**config.mk**
```make
export PLATFORM = sky130hd
export DESIGN_NAME = svc_rv_dmem_bridge_flat
export DESIGN_NICKNAME = d
export VERILOG_FILES = /design/src/rtl/svc_rv_dmem_bridge_if.sv /design/src/rtl/svc_rv_dmem_bridge.sv /design/src/flat_wrapper.sv
export SDC_FILE = /design/constraint.sdc
export NUM_CORES = 1
export LEC_CHECK = 0
export CORE_ASPECT_RATIO = 0.75
export CORE_MARGIN = 1
export CORE_UTILIZATION = 44
export CTS_CLUSTER_DIAMETER = 60
export CTS_CLUSTER_SIZE = 25
export DETAILED_ROUTE_END_ITERATION = 8
export PLACE_DENSITY = 0.81
export SKIP_CTS_REPAIR_TIMING = 1
export SYNTH_ARGS = -nofsm -noshare
export SYNTH_HDL_FRONTEND = slang
export SYNTH_SLANG_ARGS = --single-unit
export TNS_END_PERCENT = 50
```
**constraint.sdc**
```tcl
create_clock -name clk -period 2.4 [get_ports clk]
set_clock_uncertainty 0.05 [all_clocks]
set_input_delay 0.36 -clock clk [delete_from_list [all_inputs] [get_ports clk]]
set_output_delay 0.36 -clock clk [all_outputs]
set_load 0.02 [all_outputs]
```
**src/rtl/svc_rv_dmem_bridge_if.sv**
```systemverilog
// Bundles the core-side data-memory port and the backing-memory request/response port.
// The bridge connects through the slave modport; the environment uses the master modport.
interface svc_rv_dmem_bridge_if #(
   parameter int XLEN = 32
);
   logic            dmem_ren;
   logic [XLEN-1:0] dmem_raddr;
   logic [XLEN-1:0] dmem_rdata;
   logic            dmem_we;
   logic [XLEN-1:0] dmem_waddr;
   logic [XLEN-1:0] dmem_wdata;
   logic [3:0]      dmem_wstrb;
   logic            dmem_stall;
   logic            m_valid;
   logic            m_ready;
   logic            m_write;
   logic [XLEN-1:0] m_addr;
   logic [XLEN-1:0] m_wdata;
   logic [3:0]      m_wstrb;
   logic            r_valid;
   logic [XLEN-1:0] r_data;

   modport slave (
      input  dmem_ren, dmem_raddr, dmem_we, dmem_waddr, dmem_wdata, dmem_wstrb,
      input  m_ready, r_valid, r_data,
      output dmem_rdata, dmem_stall,
      output m_valid, m_write, m_addr, m_wdata, m_wstrb
   );

   modport master (
      output dmem_ren, dmem_raddr, dmem_we, dmem_waddr, dmem_wdata, dmem_wstrb,
      output m_ready, r_valid, r_data,
      input  dmem_rdata, dmem_stall,
      input  m_valid, m_write, m_addr, m_wdata, m_wstrb
   );
endinterface

```
**src/rtl/svc_rv_dmem_bridge.sv**
```systemverilog
// Bridges a stalling RISC-V core data port onto a valid/ready memory request bus with a read response.
// Define SVC_RV_DMEM_BRIDGE_WBUF_EN to compile in a one-entry posted write buffer.
module svc_rv_dmem_bridge #(
   parameter int XLEN = 32
) (
   input logic                 clk,
   input logic                 rst_n,
   svc_rv_dmem_bridge_if.slave bus
);

   typedef enum logic [1:0] {IDLE, WREQ, RREQ, RWAIT} state_t;

   localparam logic [XLEN-1:0] WORD_MASK = ~XLEN'(3);

   state_t          state, state_nxt;
   logic            m_valid_q, m_valid_nxt;
   logic            m_write_q, m_write_nxt;
   logic [XLEN-1:0] m_addr_q, m_addr_nxt;
   logic [XLEN-1:0] m_wdata_q, m_wdata_nxt;
   logic [3:0]      m_wstrb_q, m_wstrb_nxt;
   logic            rd_pend_q, rd_pend_nxt;
   logic [XLEN-1:0] rd_addr_q, rd_addr_nxt;
   logic [XLEN-1:0] rdata_q, rdata_nxt;
   logic [XLEN-1:0] waddr_word, raddr_word;
   logic            handshake;
   logic            stall;

   assign waddr_word = bus.dmem_waddr & WORD_MASK;
   assign raddr_word = bus.dmem_raddr & WORD_MASK;
   assign handshake  = m_valid_q && bus.m_ready;

`ifdef SVC_RV_DMEM_BRIDGE_WBUF_EN
   logic wb_valid_q, wb_valid_nxt;

   // A full buffer holds back any new access until it drains, keeping reads behind older writes.
   assign stall = (state != IDLE) || (wb_valid_q && (bus.dmem_we || bus.dmem_ren));
`else
   assign stall = (state != IDLE);
`endif

   always_comb begin
      state_nxt   = state;
      m_valid_nxt = m_valid_q;
      m_write_nxt = m_write_q;
      m_addr_nxt  = m_addr_q;
      m_wdata_nxt = m_wdata_q;
      m_wstrb_nxt = m_wstrb_q;
      rd_pend_nxt = rd_pend_q;
      rd_addr_nxt = rd_addr_q;
      rdata_nxt   = rdata_q;
`ifdef SVC_RV_DMEM_BRIDGE_WBUF_EN
      wb_valid_nxt = wb_valid_q;
`endif
      case (state)
         IDLE: begin
`ifdef SVC_RV_DMEM_BRIDGE_WBUF_EN
            if (wb_valid_q) begin
               if (handshake) begin
                  wb_valid_nxt = 1'b0;
                  m_valid_nxt  = 1'b0;
                  m_write_nxt  = 1'b0;
               end
            end else if (bus.dmem_we && !bus.dmem_ren) begin
               m_write_nxt  = 1'b1;
               m_addr_nxt   = waddr_word;
               m_wdata_nxt  = bus.dmem_wdata;
               m_wstrb_nxt  = bus.dmem_wstrb;
               m_valid_nxt  = 1'b1;
               wb_valid_nxt = 1'b1;
            end else
`endif
            if (bus.dmem_we) begin
               // The write goes out first; a same-cycle read is parked until it is accepted.
               m_write_nxt = 1'b1;
               m_addr_nxt  = waddr_word;
               m_wdata_nxt = bus.dmem_wdata;
               m_wstrb_nxt = bus.dmem_wstrb;
               rd_pend_nxt = bus.dmem_ren;
               rd_addr_nxt = raddr_word;
               m_valid_nxt = 1'b1;
               state_nxt   = WREQ;
            end else if (bus.dmem_ren) begin
               m_write_nxt = 1'b0;
               m_addr_nxt  = raddr_word;
               m_wdata_nxt = '0;
               m_wstrb_nxt = 4'b0000;
               m_valid_nxt = 1'b1;
               state_nxt   = RREQ;
            end
         end
         WREQ: begin
            if (handshake) begin
               if (rd_pend_q) begin
                  m_write_nxt = 1'b0;
                  m_addr_nxt  = rd_addr_q;
                  m_wdata_nxt = '0;
                  m_wstrb_nxt = 4'b0000;
                  rd_pend_nxt = 1'b0;
                  state_nxt   = RREQ;
               end else begin
                  m_valid_nxt = 1'b0;
                  m_write_nxt = 1'b0;
                  state_nxt   = IDLE;
               end
            end
         end
         RREQ: begin
            if (handshake) begin
               m_valid_nxt = 1'b0;
               state_nxt   = RWAIT;
            end
         end
         RWAIT: begin
            if (bus.r_valid) begin
               rdata_nxt = bus.r_data;
               state_nxt = IDLE;
            end
         end
         default: state_nxt = IDLE;
      endcase
   end

   always_ff @(posedge clk or negedge rst_n) begin
      if (!rst_n) begin
         state     <= IDLE;
         m_valid_q <= 1'b0;
         m_write_q <= 1'b0;
         m_addr_q  <= '0;
         m_wdata_q <= '0;
         m_wstrb_q <= 4'b0000;
         rd_pend_q <= 1'b0;
         rd_addr_q <= '0;
         rdata_q   <= '0;
`ifdef SVC_RV_DMEM_BRIDGE_WBUF_EN
         wb_valid_q <= 1'b0;
`endif
      end else begin
         state     <= state_nxt;
         m_valid_q <= m_valid_nxt;
         m_write_q <= m_write_nxt;
         m_addr_q  <= m_addr_nxt;
         m_wdata_q <= m_wdata_nxt;
         m_wstrb_q <= m_wstrb_nxt;
         rd_pend_q <= rd_pend_nxt;
         rd_addr_q <= rd_addr_nxt;
         rdata_q   <= rdata_nxt;
`ifdef SVC_RV_DMEM_BRIDGE_WBUF_EN
         wb_valid_q <= wb_valid_nxt;
`endif
      end
   end

   assign bus.dmem_stall = stall;
   assign bus.dmem_rdata = rdata_q;
   assign bus.m_valid    = m_valid_q;
   assign bus.m_write    = m_write_q;
   assign bus.m_addr     = m_addr_q;
   assign bus.m_wdata    = m_wdata_q;
   assign bus.m_wstrb    = m_wstrb_q;

endmodule

```
**src/flat_wrapper.sv**
```systemverilog
// flat-port wrapper written by rule: the top's interface ports become plain ports
module svc_rv_dmem_bridge_flat 
#(
   parameter int XLEN = 32
)
  (clk, rst_n, bus_dmem_ren, bus_dmem_raddr, bus_dmem_we, bus_dmem_waddr, bus_dmem_wdata, bus_dmem_wstrb, bus_m_ready, bus_r_valid, bus_r_data, bus_dmem_rdata, bus_dmem_stall, bus_m_valid, bus_m_write, bus_m_addr, bus_m_wdata, bus_m_wstrb);
  svc_rv_dmem_bridge_if #(.XLEN(XLEN)) bus_i ();
  input logic clk;
  input logic rst_n;
  input wire logic [$bits(bus_i.dmem_ren)-1:0] bus_dmem_ren;
  input wire logic [$bits(bus_i.dmem_raddr)-1:0] bus_dmem_raddr;
  input wire logic [$bits(bus_i.dmem_we)-1:0] bus_dmem_we;
  input wire logic [$bits(bus_i.dmem_waddr)-1:0] bus_dmem_waddr;
  input wire logic [$bits(bus_i.dmem_wdata)-1:0] bus_dmem_wdata;
  input wire logic [$bits(bus_i.dmem_wstrb)-1:0] bus_dmem_wstrb;
  input wire logic [$bits(bus_i.m_ready)-1:0] bus_m_ready;
  input wire logic [$bits(bus_i.r_valid)-1:0] bus_r_valid;
  input wire logic [$bits(bus_i.r_data)-1:0] bus_r_data;
  output wire logic [$bits(bus_i.dmem_rdata)-1:0] bus_dmem_rdata;
  output wire logic [$bits(bus_i.dmem_stall)-1:0] bus_dmem_stall;
  output wire logic [$bits(bus_i.m_valid)-1:0] bus_m_valid;
  output wire logic [$bits(bus_i.m_write)-1:0] bus_m_write;
  output wire logic [$bits(bus_i.m_addr)-1:0] bus_m_addr;
  output wire logic [$bits(bus_i.m_wdata)-1:0] bus_m_wdata;
  output wire logic [$bits(bus_i.m_wstrb)-1:0] bus_m_wstrb;
  assign bus_i.dmem_ren = bus_dmem_ren;
  assign bus_i.dmem_raddr = bus_dmem_raddr;
  assign bus_i.dmem_we = bus_dmem_we;
  assign bus_i.dmem_waddr = bus_dmem_waddr;
  assign bus_i.dmem_wdata = bus_dmem_wdata;
  assign bus_i.dmem_wstrb = bus_dmem_wstrb;
  assign bus_i.m_ready = bus_m_ready;
  assign bus_i.r_valid = bus_r_valid;
  assign bus_i.r_data = bus_r_data;
  assign bus_dmem_rdata = bus_i.dmem_rdata;
  assign bus_dmem_stall = bus_i.dmem_stall;
  assign bus_m_valid = bus_i.m_valid;
  assign bus_m_write = bus_i.m_write;
  assign bus_m_addr = bus_i.m_addr;
  assign bus_m_wdata = bus_i.m_wdata;
  assign bus_m_wstrb = bus_i.m_wstrb;
  svc_rv_dmem_bridge #(.XLEN(XLEN)) u_core (.clk(clk), .rst_n(rst_n), .bus(bus_i));
endmodule
```
After elaboration in Yosys (flattened, before gate mapping):

Cells that the tools add are included.

* register bits after elaboration: 135
* bits in latches: 0
* RAM bits: 0
* memory bits (read-only): 0
* input bits: 138
* output and inout bits: 103
* word-level logic and storage cells: 64
* memories: 0

* add/sub/neg operators: 0
* multiply operators: 0
* div/mod/pow operators: 0
* magnitude comparators: 0
* equality and inequality tests: 10
* shifts and indexed selects: 0
* muxes and demuxes: 33
* bitwise gates (word level): 0
* reduce and logical (&&, ||, !) cells: 12

Operators with widths (number)
* $mux 32: 8
* $pmux 32 s2: 2
* $mux 4: 4
* $mux 2: 6
* $mux 1: 8
* $pmux 2 s4: 1
* $pmux 4 s2: 1
* $reduce_and 4->1: 2
* $ne 2x1->1 const B: 3
* $ne 2x2->1 const B: 3
* $reduce_and 3->1: 2
* $reduce_and 5->1: 1
* $eq 2x2->1 const B: 2
* $pmux 1 s2: 2
* $reduce_and 2->1: 2
* $reduce_bool 2->1: 2
* $ne 3x3->1 const B: 1
* $pmux 1 s3: 1
* $reduce_bool 3->1: 1
* $eq 2x1->1 const B: 1
* $logic_not 2->1: 1
* $logic_and 1x1->1: 1

Longest topological paths before layout:

Gate-level depths: netlist (run 1).

* depth in word-level cells: 3
* gate-level depth with buffers: 8
* gate-level depth less buffers: 5

Least setup slack after synthesis (run 1):

OpenSTA, ideal clock, no wires.

* kind: register -> register
* start point: reg u_core.state[0]
* end point: reg u_core.m_addr_q[27] (netlist: u_core.bus.m_addr[27])
* arrival time: 1680 ps
* data required time: 2225 ps
* setup slack: 545 ps
* cell stages (with the launch flop): 8
* buffers on the path: 2
* clock period less this slack: 1855 ps
* path through: dfrtp_1 inv_1 ha_1 nor3b_4 nor3_2 buf_6 buf_6 mux2_4

* cells in the longest elaborated chain, start to end: 3
* elaborated cells on any way between the ends: 8
* classes of those cells: eq/ne: 4; mux: 1; reduce/logical: 3

RTL lines
* from (decl): RTL line svc_rv_dmem_bridge.sv:15 `state_t state, state_nxt;`
* from (signal assigned): RTL line svc_rv_dmem_bridge.sv:138 `state <= state_nxt;`
* $eq 2x1->1 or $logic_not 2->1 (tied branches): RTL line svc_rv_dmem_bridge.sv:54 `case (state)`
* $ne 2x1->1 (no line) (tied with other cells)
* $reduce_and 4->1 (no line)
* to (signal assigned): RTL line svc_rv_dmem_bridge.sv:141 `m_addr_q <= m_addr_nxt;`
* to (decl): RTL line svc_rv_dmem_bridge.sv:18 `logic [XLEN-1:0] m_addr_q, m_addr_nxt;`

Several ways; a longest one is shown, not always the timed one.
A chain may end at the register's enable or synchronous reset.

Worst setup path after layout (run 1):

* start point: reg u_core.state[0]
* end point: reg u_core.m_addr_q[23] (netlist: u_core.bus.m_addr[23])

The elaborated chain is that of the path after synthesis.

==> impl_metrics.prom, run 1 <==
# TYPE chip_impl_metric gauge
chip_impl_info{name="status",value="finished clean"} 1
chip_impl_metric{name="ys_seq_area_share",unit="%"} 55.4
chip_impl_metric{name="vias_per_cell",unit=""} 4.90
chip_impl_metric{name="grtUsageMet3",unit="%"} 8.97
chip_impl_info{name="worst_setup_path_start_kind",value="flip-flop"} 1
chip_impl_metric{name="finish.instance_area",unit="µm²"} 9170
chip_impl_metric{name="synth.ff_latch_count",unit=""} 133
chip_impl_info{name="critical_path.endpoint_type",value="flip-flop"} 1
chip_impl_metric{name="num_antenna_cells",unit=""} 0
chip_impl_info{name="synth_ff_type",value="sky130_fd_sc_hd__dfrtp_1"} 1
chip_impl_metric{name="timing.final.setup_violations",unit=""} 0
chip_impl_metric{name="finalNetCount",unit=""} 868
chip_impl_info{name="cell_type_with_the_largest_total_area_after_synthesis",value="sky130_fd_sc_hd__dfrtp_1"} 1
chip_impl_metric{name="netlist_area",unit="µm²"} 6000
chip_impl_metric{name="row_count",unit=""} 36
chip_impl_metric{name="drt-pass1-iter-count",unit=""} 5
chip_impl_metric{name="worstSkewPairLatency",unit="ns"} 0.41
chip_impl_metric{name="synth_top_cell_area_share",unit="%"} 55.4
chip_impl_metric{name="synthesis.yosys.warnings",unit=""} 0
chip_impl_metric{name="initial_core_utilization",unit="%"} 45.7
chip_impl_metric{name="via_count",unit=""} 4455
chip_impl_metric{name="placed_cells_incl_taps",unit=""} 877
chip_impl_metric{name="maxSlewHeadroom",unit="%"} 52.9
chip_impl_metric{name="post-place-ws",unit="ns"} 0.289
chip_impl_info{name="reg2reg_from",value="u_core.state[0]"} 1
chip_impl_info{name="top_area_cells_in_the_synthesized_netlist",value="sky130_fd_sc_hd__dfrtp_1, sky130_fd_sc_hd__mux2_2, sky130_fd_sc_hd__mux2i_1"} 1
chip_impl_metric{name="synth_cell_type_count",unit=""} 25
chip_impl_metric{name="synth_cells",unit=""} 488
chip_impl_metric{name="power.share.sequential",unit="%"} 31.1
chip_impl_metric{name="timing.final.crit_period",unit="ns"} 2.05
chip_impl_metric{name="grt_start_max_net_pins",unit=""} 134
chip_impl_metric{name="max-cap-violations",unit=""} 0
chip_impl_metric{name="drc",unit=""} 0
chip_impl_metric{name="p_leak",unit="µW"} 0.00398
chip_impl_metric{name="timing_worst_slew_pin_value",unit="ns"} 0.706
chip_impl_metric{name="total_clock_buffers_created_by_cts",unit=""} 17
chip_impl_metric{name="first_global_vias",unit=""} 4710
chip_impl_info{name="mostFrequentLayoutCell",value="sky130_fd_sc_hd__clkdlybuf4s50_1"} 1
chip_impl_metric{name="post-route-worst-setup-slack",unit="ns"} 0.354
chip_impl_metric{name="vdd_ir_drop_max",unit="mV"} 0.859
chip_impl_info{name="hp-class",value="primary input to asynchronous set/reset pin"} 1
chip_impl_metric{name="first_iter_violations",unit=""} 155
chip_impl_metric{name="swShare",unit="%"} 34.7
chip_impl_metric{name="global_route_met1_usage",unit="%"} 26.6
chip_impl_metric{name="final_hold_fails",unit=""} 0
chip_impl_metric{name="synth-edff-count",unit=""} 0
chip_impl_metric{name="die_extent_in_y",unit="µm"} 103
chip_impl_metric{name="drive_above_1_share",unit="%"} 19.5
chip_impl_info{name="worstSetupPathType",value="flip-flop to flip-flop"} 1
chip_impl_metric{name="nFillCells",unit=""} 936
chip_impl_metric{name="setup_tns",unit="ns"} 0
chip_impl_metric{name="numPortBuffers",unit=""} 234
chip_impl_metric{name="power-per-cell-area",unit="nW/µm²"} 1370
chip_impl_info{name="cts_tree",value="yes"} 1
chip_impl_metric{name="design.portCount",unit=""} 241
chip_impl_metric{name="highest_achievable_clock_rate",unit="MHz"} 489
chip_impl_metric{name="finalWeightedCongestion",unit=""} 0.780
chip_impl_metric{name="hpwlAfterDp",unit="µm"} 10700
chip_impl_info{name="grt_most_used_layer",value="met2"} 1
chip_impl_metric{name="core_area",unit="µm²"} 13200
chip_impl_metric{name="fin_worst_hold_slack",unit="ns"} 0.0135
chip_impl_metric{name="horizontal_die_dimension",unit="µm"} 137
chip_impl_metric{name="area_overhead_vs_synth",unit="%"} 52.8
chip_impl_metric{name="grt_first_pass_wirelength",unit="µm"} 23600
chip_impl_metric{name="power_switching",unit="µW"} 4350
chip_impl_info{name="clk_root_buffer_cell",value="sky130_fd_sc_hd__clkbuf_16"} 1
chip_impl_info{name="path_cells",value="inv_1 -> ha_1 -> nor3b_4 -> nor3_4 -> buf_12 -> mux2_2"} 1
chip_impl_info{name="commonest_cells_after_routing_fill_and_taps_aside",value="sky130_fd_sc_hd__clkdlybuf4s50_1, sky130_fd_sc_hd__dfrtp_1, sky130_fd_sc_hd__mux2_2"} 1
chip_impl_metric{name="share_comb_of_total_power",unit="%"} 47.2
chip_impl_metric{name="htree_num_levels",unit=""} 4
chip_impl_metric{name="critPathMaxFanout",unit=""} 26
chip_impl_metric{name="ant_nets",unit=""} 0
chip_impl_metric{name="fraction_of_registers_with_async_set_or_reset_after_synthesis",unit="%"} 100
chip_impl_metric{name="numClockSinks",unit=""} 133
chip_impl_metric{name="wl_per_cell",unit="µm"} 16.7
chip_impl_metric{name="antenna_violations_before_repair",unit=""} 0
chip_impl_metric{name="dpl-instance-area",unit="µm²"} 8540
chip_impl_metric{name="timing.reg2reg.setup_slack",unit="ns"} 0.35
chip_impl_metric{name="gr-usage-met2",unit="%"} 37.8
chip_impl_info{name="critical_path.startpoint",value="u_core.state[0]"} 1
chip_impl_metric{name="layout.cells.non_filler",unit=""} 909
chip_impl_metric{name="groute.usage.overall",unit="%"} 22.4
chip_impl_metric{name="portion_of_total_power_attributed_to_the_clock_network",unit="%"} 21.7
chip_impl_metric{name="power_report.internal_total",unit="µW"} 8190
chip_impl_info{name="grt_setup_unrepaired",value="false"} 1
chip_impl_metric{name="worst_path_largest_cell_delay",unit="ns"} 0.38
chip_impl_metric{name="post-route-period-util",unit="%"} 85.3
chip_impl_info{name="cp_slowest_cell",value="sky130_fd_sc_hd__dfrtp_1"} 1
chip_impl_metric{name="worst_ep_required_time",unit="ns"} 2.65
chip_impl_metric{name="cts-root-to-sink-buffers",unit=""} 2
chip_impl_metric{name="final_max_slew_viol_count",unit=""} 0
chip_impl_metric{name="clk_pin_slew_worst_paths",unit="ns"} 0.06
chip_impl_metric{name="synthesis.area_per_instance",unit="µm²"} 12.3
chip_impl_metric{name="route.final.wire_length",unit="µm"} 15200
chip_impl_metric{name="crit_arrival",unit="ns"} 2.29
chip_impl_metric{name="gr-total-overflow",unit=""} 0
chip_impl_metric{name="floorplan.die_area",unit="µm²"} 14100
state kept, by name (all words and copies together), names as in the netlist, 2 cells and up:
register / flops
u_core.bus.m_addr: 30
u_core.bus.m_wstrb: 4
u_core.state: 2
u_core.bus.dmem_rdata: 32
u_core.bus.m_wdata: 32
u_core.rd_addr_q: 30
cells by family (layout without fill, tap and decap cells):
family,Yosys count,in the layout,synth area share (%)
AO/OA/AOI/OAI,41,41,3.67
adder cells (fa/ha/maj),5,5,1.04
buffers and inverters,70,319,5.21
flip-flops,133,133,55.4
multiplexers,163,163,29.4
other,1,2,0.0625
AND/OR/NAND/NOR,75,75,5.23
Yosys cell counts (2+ instances only):
master and n:
sky130_fd_sc_hd__clkbuf_1 7, sky130_fd_sc_hd__buf_4 6, sky130_fd_sc_hd__nor2b_1 3, sky130_fd_sc_hd__buf_2 10, sky130_fd_sc_hd__ha_1 5, sky130_fd_sc_hd__o21ai_0 34, sky130_fd_sc_hd__buf_1 5, sky130_fd_sc_hd__nand2_1 68
sky130_fd_sc_hd__a21oi_1 2, sky130_fd_sc_hd__dfrtp_1 133, sky130_fd_sc_hd__mux2_2 89, sky130_fd_sc_hd__buf_6 2, sky130_fd_sc_hd__mux2i_1 70, sky130_fd_sc_hd__mux2_4 4, sky130_fd_sc_hd__inv_1 40
area by class of cell:
class | instances | area [µm²] | area share (%)
flip-flops and latches | 133 | 3330 | 36.3
repair buffers | 247 | 2470 | 27.0
multi-input cells | 286 | 2380 | 25.9
clock buffers | 21 | 480 | 5.24
well taps | 171 | 214 | 2.33
inverters | 40 | 150 | 1.64
clock inverters | 11 | 149 | 1.62
critical path: cells and delay by family (launching register included):
| kind | cells | cell delay, ns |
|---|---|---|
| AND/OR/NAND/NOR | 2 | 0.52 |
| buffers and inverters | 2 | 0.35 |
| flip-flops | 1 | 0.38 |
| adder cells (fa/ha/maj) | 1 | 0.27 |
| multiplexers | 1 | 0.36 |
final timing paths:
| check | to | cells after the start |
|---|---|---|
| max in group asynchronous | u_core.bus.m_wdata[4] | 2 |
| min in group clk | u_core.state[0] | 3 |
| min | u_core.rd_addr_q[8] | 2 |
| max | u_core.bus.m_addr[23] | 6 |
| min reg2reg | u_core.rd_addr_q[13] | 1 |
| max reg2reg | u_core.bus.m_addr[23] | 6 |
power groups by stage:
stage	Clock, µW	Combinational, µW	Sequential, µW
floorplan	0	2590	4770
global route	2880	6330	4030
global placement	0	5800	3840
CTS	2770	6000	3900
detailed placement	0	5960	3910
finish	2710	5920	3900
stage by stage:
stage	total power, µW	util [%]
after detailed placement	9880	64.9
final	12500	69.7
after floorplan	7350	-
after CTS	12700	69.7
after global routing	13200	69.7
after global placement	9640	64.9
layer usage:
layer	routed length [µm]	up-vias
met1	6340	2179
met4	130	0
met3	1250	9
met2	7500	149
li1	-	2118
met5	0	-
No activity file was read; power rests on OpenSTA's default activity.
==> run 2: changes to the inputs <==
Settings changed: ABC_CLOCK_PERIOD_IN_PS set to 2400.
==> results of run 2 <==
Same layout as run 1: the final DEF is identical, and so are final timing and power.
